`src/rtl/gate_check_pkg.sv`:
```
// Shared types and constants for the gate_check_seq BIST sequencer.
package gate_check_pkg;

   typedef enum logic [1:0] {
      IDLE  = 2'd0,
      WAIT  = 2'd1,
      CHECK = 2'd2,
      DONE  = 2'd3
   } state_t;

   localparam int N_IN_MAX   = 4;
   localparam int SETTLE_MAX = 15;

   // One extra bit so that a run where every vector fails still fits.
   function automatic int err_count_w(input int n_in);
      return n_in + 1;
   endfunction

endpackage

```
`src/rtl/gate_check_seq_settle_timer.sv`:
```
// Loadable down-counter pacing the settle wait between vector launch and sample.
module settle_timer #(
   parameter int W = 4
) (
   input  logic         clk,
   input  logic         rst_n,
   input  logic         load,
   input  logic [W-1:0] load_value,
   input  logic         en,
   output logic [W-1:0] value,
   output logic         expired
);

   logic [W-1:0] value_r;

   // Counter register: load has priority, decrement saturates at zero.
   always_ff @(posedge clk or negedge rst_n) begin
      if (!rst_n) begin
         value_r <= {W{1'b0}};
      end else if (load) begin
         value_r <= load_value;
      end else if (en && (value_r != {W{1'b0}})) begin
         value_r <= value_r - {{(W-1){1'b0}}, 1'b1};
      end else begin
         value_r <= value_r;
      end
   end

   assign value   = value_r;
   assign expired = (value_r == {W{1'b0}});

endmodule

```
`src/rtl/gate_check_seq.sv`:
```
// Exhaustive truth-table checker for a small combinational gate under test.
module gate_check_seq
   import gate_check_pkg::*;
#(
   parameter int N_IN   = 1,
   parameter int SETTLE = 0
) (
   input  logic                               clk,
   input  logic                               rst_n,
   input  logic                               start,
   input  logic                               abort,
   input  logic [2**N_IN-1:0]                 truth_table,
   output logic [N_IN-1:0]                    dut_a,
   input  logic                               dut_f,
   output logic                               busy,
   output logic                               done,
   output logic                               pass,
   output logic [err_count_w(N_IN)-1:0]       err_count,
   output logic [N_IN-1:0]                    first_fail_vec,
   output logic                               first_fail_valid
);

   localparam int               NV          = 2**N_IN;
   localparam int               EW          = err_count_w(N_IN);
   localparam logic [N_IN-1:0]  LAST_VEC    = N_IN'(NV - 1);
   localparam logic [N_IN-1:0]  ONE_VEC     = N_IN'(1);
   localparam logic             HAS_SETTLE  = (SETTLE > 0) ? 1'b1 : 1'b0;
   // WAIT lasts SETTLE cycles, so the timer starts one below.
   localparam logic [3:0]       SETTLE_LOAD = 4'((SETTLE > 0) ? (SETTLE - 1) : 0);

   state_t            state_r, state_s;
   logic [NV-1:0]     tt_r, tt_s;
   logic [N_IN-1:0]   vec_r, vec_s;
   logic [N_IN-1:0]   dut_a_r, dut_a_s;
   logic              busy_r, busy_s;
   logic              done_r, done_s;
   logic              pass_r, pass_s;
   logic [EW-1:0]     err_r, err_s;
   logic [EW-1:0]     err_inc_s;
   logic [N_IN-1:0]   ffv_r, ffv_s;
   logic              ffvld_r, ffvld_s;
   logic              mismatch_s;
   logic              tmr_load_s;
   logic              tmr_en_s;
   logic [3:0]        tmr_value_s;
   logic              tmr_expired_s;

   settle_timer #(.W(4)) u_settle_timer (
      .clk        (clk),
      .rst_n      (rst_n),
      .load       (tmr_load_s),
      .load_value (SETTLE_LOAD),
      .en         (tmr_en_s),
      .value      (tmr_value_s),
      .expired    (tmr_expired_s)
   );

   assign mismatch_s = (dut_f != tt_r[vec_r]);
   assign err_inc_s  = err_r + {{(EW-1){1'b0}}, mismatch_s};

   // Next-state and next-output logic for the sequencer.
   always_comb begin
      state_s    = state_r;
      tt_s       = tt_r;
      vec_s      = vec_r;
      dut_a_s    = dut_a_r;
      busy_s     = busy_r;
      done_s     = 1'b0;
      pass_s     = pass_r;
      err_s      = err_r;
      ffv_s      = ffv_r;
      ffvld_s    = ffvld_r;
      tmr_load_s = 1'b0;
      tmr_en_s   = 1'b0;
      case (state_r)
         IDLE: begin
            if (start) begin
               tt_s    = truth_table;
               err_s   = {EW{1'b0}};
               pass_s  = 1'b0;
               ffv_s   = {N_IN{1'b0}};
               ffvld_s = 1'b0;
               vec_s   = {N_IN{1'b0}};
               dut_a_s = {N_IN{1'b0}};
               busy_s  = 1'b1;
               if (HAS_SETTLE) begin
                  state_s    = WAIT;
                  tmr_load_s = 1'b1;
               end else begin
                  state_s = CHECK;
               end
            end else begin
               state_s = IDLE;
            end
         end
         WAIT: begin
            if (abort) begin
               state_s = IDLE;
               busy_s  = 1'b0;
               dut_a_s = {N_IN{1'b0}};
            end else if (tmr_expired_s) begin
               state_s = CHECK;
            end else begin
               tmr_en_s = (tmr_value_s != 4'd0);
            end
         end
         CHECK: begin
            if (abort) begin
               state_s = IDLE;
               busy_s  = 1'b0;
               dut_a_s = {N_IN{1'b0}};
            end else begin
               err_s = err_inc_s;
               if (mismatch_s && !ffvld_r) begin
                  ffv_s   = vec_r;
                  ffvld_s = 1'b1;
               end else begin
                  ffv_s   = ffv_r;
                  ffvld_s = ffvld_r;
               end
               if (vec_r == LAST_VEC) begin
                  state_s = DONE;
                  done_s  = 1'b1;
                  busy_s  = 1'b0;
                  dut_a_s = {N_IN{1'b0}};
                  pass_s  = (err_inc_s == {EW{1'b0}});
               end else begin
                  vec_s   = vec_r + ONE_VEC;
                  dut_a_s = vec_r + ONE_VEC;
                  if (HAS_SETTLE) begin
                     state_s    = WAIT;
                     tmr_load_s = 1'b1;
                  end else begin
                     state_s = CHECK;
                  end
               end
            end
         end
         DONE: begin
            state_s = IDLE;
         end
         default: begin
            state_s = IDLE;
            busy_s  = 1'b0;
            dut_a_s = {N_IN{1'b0}};
         end
      endcase
   end

   // State and output registers.
   always_ff @(posedge clk or negedge rst_n) begin
      if (!rst_n) begin
         state_r <= IDLE;
         tt_r    <= {NV{1'b0}};
         vec_r   <= {N_IN{1'b0}};
         dut_a_r <= {N_IN{1'b0}};
         busy_r  <= 1'b0;
         done_r  <= 1'b0;
         pass_r  <= 1'b0;
         err_r   <= {EW{1'b0}};
         ffv_r   <= {N_IN{1'b0}};
         ffvld_r <= 1'b0;
      end else begin
         state_r <= state_s;
         tt_r    <= tt_s;
         vec_r   <= vec_s;
         dut_a_r <= dut_a_s;
         busy_r  <= busy_s;
         done_r  <= done_s;
         pass_r  <= pass_s;
         err_r   <= err_s;
         ffv_r   <= ffv_s;
         ffvld_r <= ffvld_s;
      end
   end

   assign dut_a            = dut_a_r;
   assign busy             = busy_r;
   assign done             = done_r;
   assign pass             = pass_r;
   assign err_count        = err_r;
   assign first_fail_vec   = ffv_r;
   assign first_fail_valid = ffvld_r;

endmodule

```
`config.mk`:
```
export PLATFORM = sky130hd
export DESIGN_NAME = gate_check_seq
export DESIGN_NICKNAME = d
export VERILOG_FILES = /design/src/rtl/gate_check_pkg.sv /design/src/rtl/gate_check_seq_settle_timer.sv /design/src/rtl/gate_check_seq.sv
export SDC_FILE = /design/constraint.sdc
export NUM_CORES = 1
export LEC_CHECK = 0
export BUFFER_PORTS_ARGS = -buffer_cell sky130_fd_sc_hd__buf_2
export CORE_MARGIN = 4
export CORE_UTILIZATION = 58
export DETAILED_ROUTE_END_ITERATION = 10
export PLACE_DENSITY_LB_ADDON = 0.2
export SYNTH_ARGS = -nofsm -noshare
export SYNTH_HDL_FRONTEND = slang
export SYNTH_SLANG_ARGS = --single-unit
export TNS_END_PERCENT = 100
```
`constraint.sdc`:
```
create_clock -name clk -period 5.26 [get_ports clk]
set_clock_uncertainty 0.15 [all_clocks]
set_input_delay 1.578 -clock clk [delete_from_list [all_inputs] [get_ports clk]]
set_output_delay 1.578 -clock clk [all_outputs]
set_load 0.05 [all_outputs]
```
==> results of run 1 <==
[worst reg2reg max path: stages, from the launching register on]
cell	delay (ns)
dfrtp_1	0.50
mux2i_1	0.25
xnor2_1	0.22
ha_1	0.31
nor2b_1	0.14
a22oi_1	0.14
o221ai_1	0.15
[cell usage in the layout (no fill, tap or decap)]
cell	n
a21boi_2	1
a21oi_1	7
a221o_1	1
a22oi_1	1
a31oi_1	1
buf_2	14
clkbuf_1	1
clkbuf_4	3
dfrtp_1	17
ha_1	6
inv_1	9
mux2_2	3
mux2i_1	3
nand2_1	8
nand2b_1	2
nand3_1	1
nand4_1	2
nor2_1	10
nor2b_1	5
nor3_1	3
o211ai_1	2
o21a_1	1
o21ai_0	3
o221ai_1	1
o22ai_1	1
o31ai_1	2
xnor2_1	3
xor2_1	1
[cell type report]
cell class / instances / area (um2)
fillers: 123 / 475
multi-input cells: 68 / 455
flip-flops and latches: 17 / 425
repair buffers: 14 / 70.1
inverters: 9 / 33.8
clock buffers: 4 / 26.3
well taps: 16 / 20.0
[sequential cells by signal, summed over array words and instances (netlist names)]
register / count
u_settle_timer.value: 4
err_count: 2
state_r: 2
tt_r: 2
busy: 1
done: 1
dut_a: 1
first_fail_valid: 1
first_fail_vec: 1
pass: 1
vec_r: 1
[metal layers]
layer  vias up  share of wire  wire length, um  GRT usage
li1        365              -                -          -
met1       343           0.46              779      0.219
met2        20           0.50              846      0.260
met3         2          0.041               70     0.0332
met4         0         0.0070               12     0.0484
met5         -              0                0          0
[final timing paths]
path	cells past startpoint	slack [ns]	start	to
max	6	2.52	dut_f	err_count[0]$_DFFE_PN0P_
min	1	0.36	tt_r[0]$_DFFE_PN0P_	tt_r[0]$_DFFE_PN0P_
max reg2reg	6	3.26	vec_r$_DFFE_PN0P_	err_count[0]$_DFFE_PN0P_
min reg2reg	1	0.36	tt_r[0]$_DFFE_PN0P_	tt_r[0]$_DFFE_PN0P_
max in group asynchronous	1	3.63	rst_n	busy$_DFFE_PN0P_
min in group asynchronous	1	1.05	rst_n	u_settle_timer.value[2]$_DFFE_PN0P_
[stage by stage]
step | instance area [um2] | hold WS, ns | util | instances | setup slack, ns
2_1_floorplan | 935 | 0.318 | - | 97 | 2.47
3_3_place_gp | 1000 | 0.338 | 0.667 | 124 | 2.29
3_5_place_dp | 1000 | 0.342 | 0.667 | 124 | 2.19
4_1_cts | 1030 | 0.365 | 0.684 | 128 | 2.52
5_1_grt | 1030 | 0.387 | 0.684 | 128 | 2.43
6_report | 1030 | 0.364 | 0.684 | 128 | 2.52
[cells by family after synthesis]
kind of cell             count (synthesis)  share of synthesized area
AND/OR/NAND/NOR                         31                      0.154
AO/OA/AOI/OAI                           21                      0.147
flip-flops                              17                      0.455
buffers and inverters                   12                     0.0576
multiplexers                             6                     0.0683
adder cells (fa/ha/maj)                  6                     0.0803
XOR/XNOR                                 4                     0.0375
[where the power goes]
part | leakage, nW | total (W) | internal [W] | switching (W)
clock | 0.0150 | 0.0000678 | 0.0000294 | 0.0000384
sequential | 0.219 | 0.000197 | 0.000166 | 0.0000308
combinational | 0.270 | 0.000236 | 0.0000809 | 0.000155
total | 0.504 | 0.000500 | 0.000276 | 0.000224
==> impl_metrics.csv, run 1 <==
group,metric,value,unit
clock_network,worst_skew_pair_later_pin_latency,0.28,ns
timing,fin_crit,2.74,ns
clock_network,clockRootBuffer,"clkbuf_4",
place,detailed_placer_s_ending_hpwl,1270,um
synth,total_nets_after_synthesis,110,
floorplan,fp.dieArea,2320,um2
cells_and_area,nNetsFinal,126,
worst_setup_path,worst_ep_required_time,5.26,ns
floorplan,starting_density_of_the_core,0.620,
pwr,leakage_power_figure,0.504,nW
cells_and_area,num_antenna_cells,0,
route,num_vias,730,
synth,syn_inst,97,
timing,number_of_setup_violations_in_the_final_report,0,
min_path,holdCritPathClass,"reg -> reg",
place,place.port_buffers,14,
synth,async_flop_share,1.00,
worst_setup_path,path_delay_family,"XOR/XNOR gates",
synth,synth_cell_type_count,28,
global_route,grt.total_usage,0.162,
timing,transition_time_of_the_tightest_slew_check_pin,0.395,ns
clock_network,tritoncts_clock_tree,"done",
synth,synth.area.top_cells,"dfrtp_1 (46%), ha_1 (8.0%), nor2_1 (4.0%), a21oi_1 (3.7%), inv_1 (3.6%)",
route,routedWlPerCell,13.4,um
worst_setup_path,cp_data_arrival_time,2.74,ns
floorplan,core_area,1510,um2
timing,rsz0062_at_grt,"no",
worst_setup_path,type_of_the_setup_path_with_the_least_slack,"in -> reg",
floorplan,row_count,14,
synth,yosys.cell_count.top_type,"dfrtp_1",
clock_network,post_cts.resized_instances,0,
synth,count_of_flip_flops_with_a_built_in_enable_after_synthesis,0,
route,avgViaCountPerCell,5.70,
timing,report.final.slew_viol_count,0,
floorplan,die_x,48.1,um
clock_network,clk_path_buf_depth,2,
worst_setup_path,cp.buffers_inverters,1,
clock_network,post_cts.repair.setup_buffers,0,
synth,leading_post_synthesis_cells_by_instance_count,"dfrtp_1 (17), nor2_1 (10), inv_1 (9), nand2_1 (8), a21oi_1 (7)",
clock_network,numCtsBuffers,3,
route,wirelength,1710,um
clock_network,ctsHoldBuffers,0,
worst_setup_path,endpoint_kind,"flip-flop",
route,detailed_route_iter0_violations,24,
global_route,grt_start_max_net_pins,18,
clock_network,worst_setup_hold_path_clk_slew,0.10,ns
clock_network,cts.sink_count,17,
synth,synth_top_area_cell,"dfrtp_1",
global_route,first_global_vias,605,
route,drcViolationCount,0,
worst_setup_path,cp_slowest_cell,"xnor2_1",
worst_setup_path,critical_path.startpoint_type,"input port",
pwr,p_per_area,485,nW/um2
timing,max_freq,0.365,GHz
floorplan,die_height,48.1,um
pwr,vdd_drop_max,0.296,mV
synth,synth.ff_latch_count,17,
worst_setup_path,cp_slowest_stage_delay,0.32,ns
global_route,grt_antenna_before_repair,0,
synth,yosysWarningCount,0,
cells_and_area,post_route_cells_drive_above_1_share,0.188,
synth,synth_area_per_cell,9.64,um2
synth,mappedNetlistArea,935,um2
worst_setup_path,cp_max_fo,4,
synth,ys_seq_area_frac,0.455,
global_route,globalRoute.totalOverflow,0,
pwr,power,0.000500,W
route,drtAntennaViolNets,0,
timing,timing.slew.headroom,0.735,
timing,setup_total_negative_slack,0,ns
place,gp_routability_congestion,0.768,
timing,final-hold-violation-count,0,
synth,synth_ff_type,"dfrtp_1",
outcome,status,"finished clean",
worst_setup_path,crit_path_cell_trace,"buf_2 > xnor2_1 > ha_1 > nor2b_1 > a22oi_1 > o221ai_1",
global_route,grt_first_pass_wirelength,2610,um
clock_network,htree_levels,1,
timing,final.period_utilization,0.521,
synth,post-synth-top-area-fraction,0.455,
route,drt_first_pass_iters,4,
flow_run,total_of_max_cap_violations,0,
floorplan,io_pins,15,
cells_and_area,flow.area_growth_from_synthesis,10.3,%
Note: power is estimated with default switching activity, not from simulation.
==> inputs of run 2 (changes only) <==
--- a/config.mk
+++ b/config.mk
@@ -7,7 +7,7 @@
 export LEC_CHECK = 0
 export BUFFER_PORTS_ARGS = -buffer_cell sky130_fd_sc_hd__buf_2
 export CORE_MARGIN = 4
-export CORE_UTILIZATION = 58
+export CORE_UTILIZATION = 54
 export DETAILED_ROUTE_END_ITERATION = 10
 export PLACE_DENSITY_LB_ADDON = 0.2
 export SYNTH_ARGS = -nofsm -noshare
==> constraint.sdc (replaced) <==
create_clock -name clk -period 2.75 [get_ports clk]
set_clock_uncertainty 0.15 [all_clocks]
set_input_delay 0.825 -clock clk [delete_from_list [all_inputs] [get_ports clk]]
set_output_delay 0.825 -clock clk [all_outputs]
set_load 0.05 [all_outputs]
==> run 2 against run 1 <==
Compared with the run above: hold slack worse by 0.085 ns; global-route usage is 0.34 points lower; cell count stayed put; core utilization is 3.0 points lower; die area is 6.2% higher; sequential share of layout area hardly changed; clock-buffer cell count is 1 lower; combinational power is 90% higher; register-to-register slack worse by 2.5 ns; critical path type is now reg -> reg; largest cell class unchanged.
==> impl_metrics.csv, run 2 (synthesis gave the netlist of run 1 again) <==
group,metric,value,unit
timing,number_of_setup_violations_in_the_final_report,0,
worst_setup_path,cp_slowest_stage_delay,0.51,ns
floorplan,core_area,1580,um2
cells_and_area,post_route_cells_drive_above_1_share,0.196,
global_route,grt.total_usage,0.158,
cells_and_area,mostFrequentLayoutCells,"dfrtp_1 (17), buf_2 (14), nor2_1 (10), inv_1 (9), nand2_1 (8)",
min_path,holdCritPathClass,"in -> async",
timing,transition_time_of_the_tightest_slew_check_pin,0.386,ns
place,gp_routability_congestion,0.770,
timing,rsz0062_at_grt,"no",
route,drcViolationCount,0,
cells_and_area,flow.area_growth_from_synthesis,10.4,%
route,routedWlPerCell,12.8,um
clock_network,post_cts.resized_instances,0,
clock_network,htree_levels,1,
timing,report.final.slew_viol_count,0,
timing,timing.slew.headroom,0.743,
cells_and_area,layout.cells.most_common,"dfrtp_1",
clock_network,clk_path_buf_depth,2,
outcome,status,"finished clean",
clock_network,worst_setup_hold_path_clk_slew,0.10,ns
route,drtAntennaViolNets,0,
pwr,p_per_area,933,nW/um2
worst_setup_path,reg2reg_to,"err_count[0]$_DFFE_PN0P_",
cells_and_area,postLayoutCoreUtil,0.655,
worst_setup_path,crit_path_cell_trace,"mux2i_1 > xnor2_1 > ha_1 > nor2b_1 > a22oi_1 > o221ai_1",
timing,final-hold-violation-count,0,
flow_run,total_of_max_cap_violations,0,
floorplan,starting_density_of_the_core,0.593,
global_route,globalRoute.totalOverflow,0,
timing,final.period_utilization,0.740,
worst_setup_path,cp.buffers_inverters,0,
clock_network,ctsHoldBuffers,0,
cells_and_area,num_antenna_cells,0,
worst_setup_path,cp_slowest_cell,"dfrtp_1",
worst_setup_path,r2r_slack,0.71,ns
timing,fin_crit,2.04,ns
worst_setup_path,cp_data_arrival_time,2.05,ns
place,postPlaceCellArea,1000,um2
floorplan,die_height,49.6,um
clock_network,post_cts.repair.setup_buffers,0,
global_route,grt_start_max_net_pins,18,
floorplan,row_count,14,
cells_and_area,largest_register_ffs,4,
worst_setup_path,r2r-start,"vec_r$_DFFE_PN0P_",
floorplan,die_x,49.6,um
clock_network,cts.sink_count,17,
place,place.port_buffers,14,
worst_setup_path,endpoint_kind,"flip-flop",
worst_setup_path,path_delay_family,"flip-flops",
clock_network,numCtsBuffers,3,
pwr,power,0.000963,W
place,detailed_placer_s_ending_hpwl,1240,um
cells_and_area,final_area,1030,um2
worst_setup_path,cp_max_fo,8,
pwr,leakage_power_figure,0.507,nW
route,detailed_route_iter0_violations,11,
timing,max_freq,0.491,GHz
pwr,vdd_drop_max,0.595,mV
floorplan,io_pins,15,
worst_setup_path,rr_worst_depth,6,
floorplan,fp.dieArea,2460,um2
cells_and_area,nNetsFinal,126,
timing,setup_total_negative_slack,0,ns
route,num_vias,710,
route,wirelength,1640,um
route,avgViaCountPerCell,5.55,
clock_network,clockRootBuffer,"clkbuf_4",
global_route,grt_antenna_before_repair,0,
worst_setup_path,worst_ep_required_time,2.77,ns
global_route,grt_first_pass_wirelength,2920,um
clock_network,tritoncts_clock_tree,"done",
worst_setup_path,critical_path.startpoint_type,"flip-flop",
route,drt_first_pass_iters,4,
worst_setup_path,type_of_the_setup_path_with_the_least_slack,"reg -> reg",
clock_network,worst_skew_pair_later_pin_latency,0.30,ns
global_route,first_global_vias,658,
[run 2: cell count changes in the layout (fill, tap and decap cells not counted), sizes merged]
cell / before / now
clkbuf: 4 / 3
clkinv: 0 / 1
[run 2: layout make-up]
| class | count | area (um2) |
|---|---|---|
| clock buffer | 3 | 22.5 |
| clock inverter | 1 | 5.00 |
| fill | 133 | 544 |
| inverter | 9 | 33.8 |
| multi-input combinational | 68 | 455 |
| sequential | 17 | 425 |
| tap | 16 | 20.0 |
| timing repair buffer | 14 | 70.1 |
[run 2: worst max path at each step]
stage                      startpoint                        to  slack, ns  cells after the start
floorplan                       dut_f  err_count[0]$_DFFE_PN0P_       0.72                      5
global placement                dut_f  err_count[0]$_DFFE_PN0P_       0.53                      6
detailed placement              dut_f  err_count[0]$_DFFE_PN0P_       0.44                      6
CTS                 vec_r$_DFFE_PN0P_  err_count[0]$_DFFE_PN0P_       0.72                      6
global route        vec_r$_DFFE_PN0P_  err_count[0]$_DFFE_PN0P_       0.57                      6
finish              vec_r$_DFFE_PN0P_  err_count[0]$_DFFE_PN0P_       0.71                      6
[run 2: routing by layer]
layer	global-route usage	share of wire
met1	0.224	0.51
met2	0.220	0.41
met3	0.0301	0.063
met4	0.0968	0.026
met5	0	0
[run 2: stage by stage]
stage / hold WS, ns / instances / worst slack [ns]
2_1_floorplan: 0.318 / 97 / 0.715
3_3_place_gp: 0.338 / 124 / 0.525
3_5_place_dp: 0.344 / 124 / 0.441
4_1_cts: 0.287 / 128 / 0.724
5_1_grt: 0.299 / 128 / 0.569
6_report: 0.279 / 128 / 0.714
[run 2: power by group]
group,switching [W],internal [W]
Sequential,0.0000585,0.000317
Clock,0.0000846,0.0000543
Combinational,0.000294,0.000155
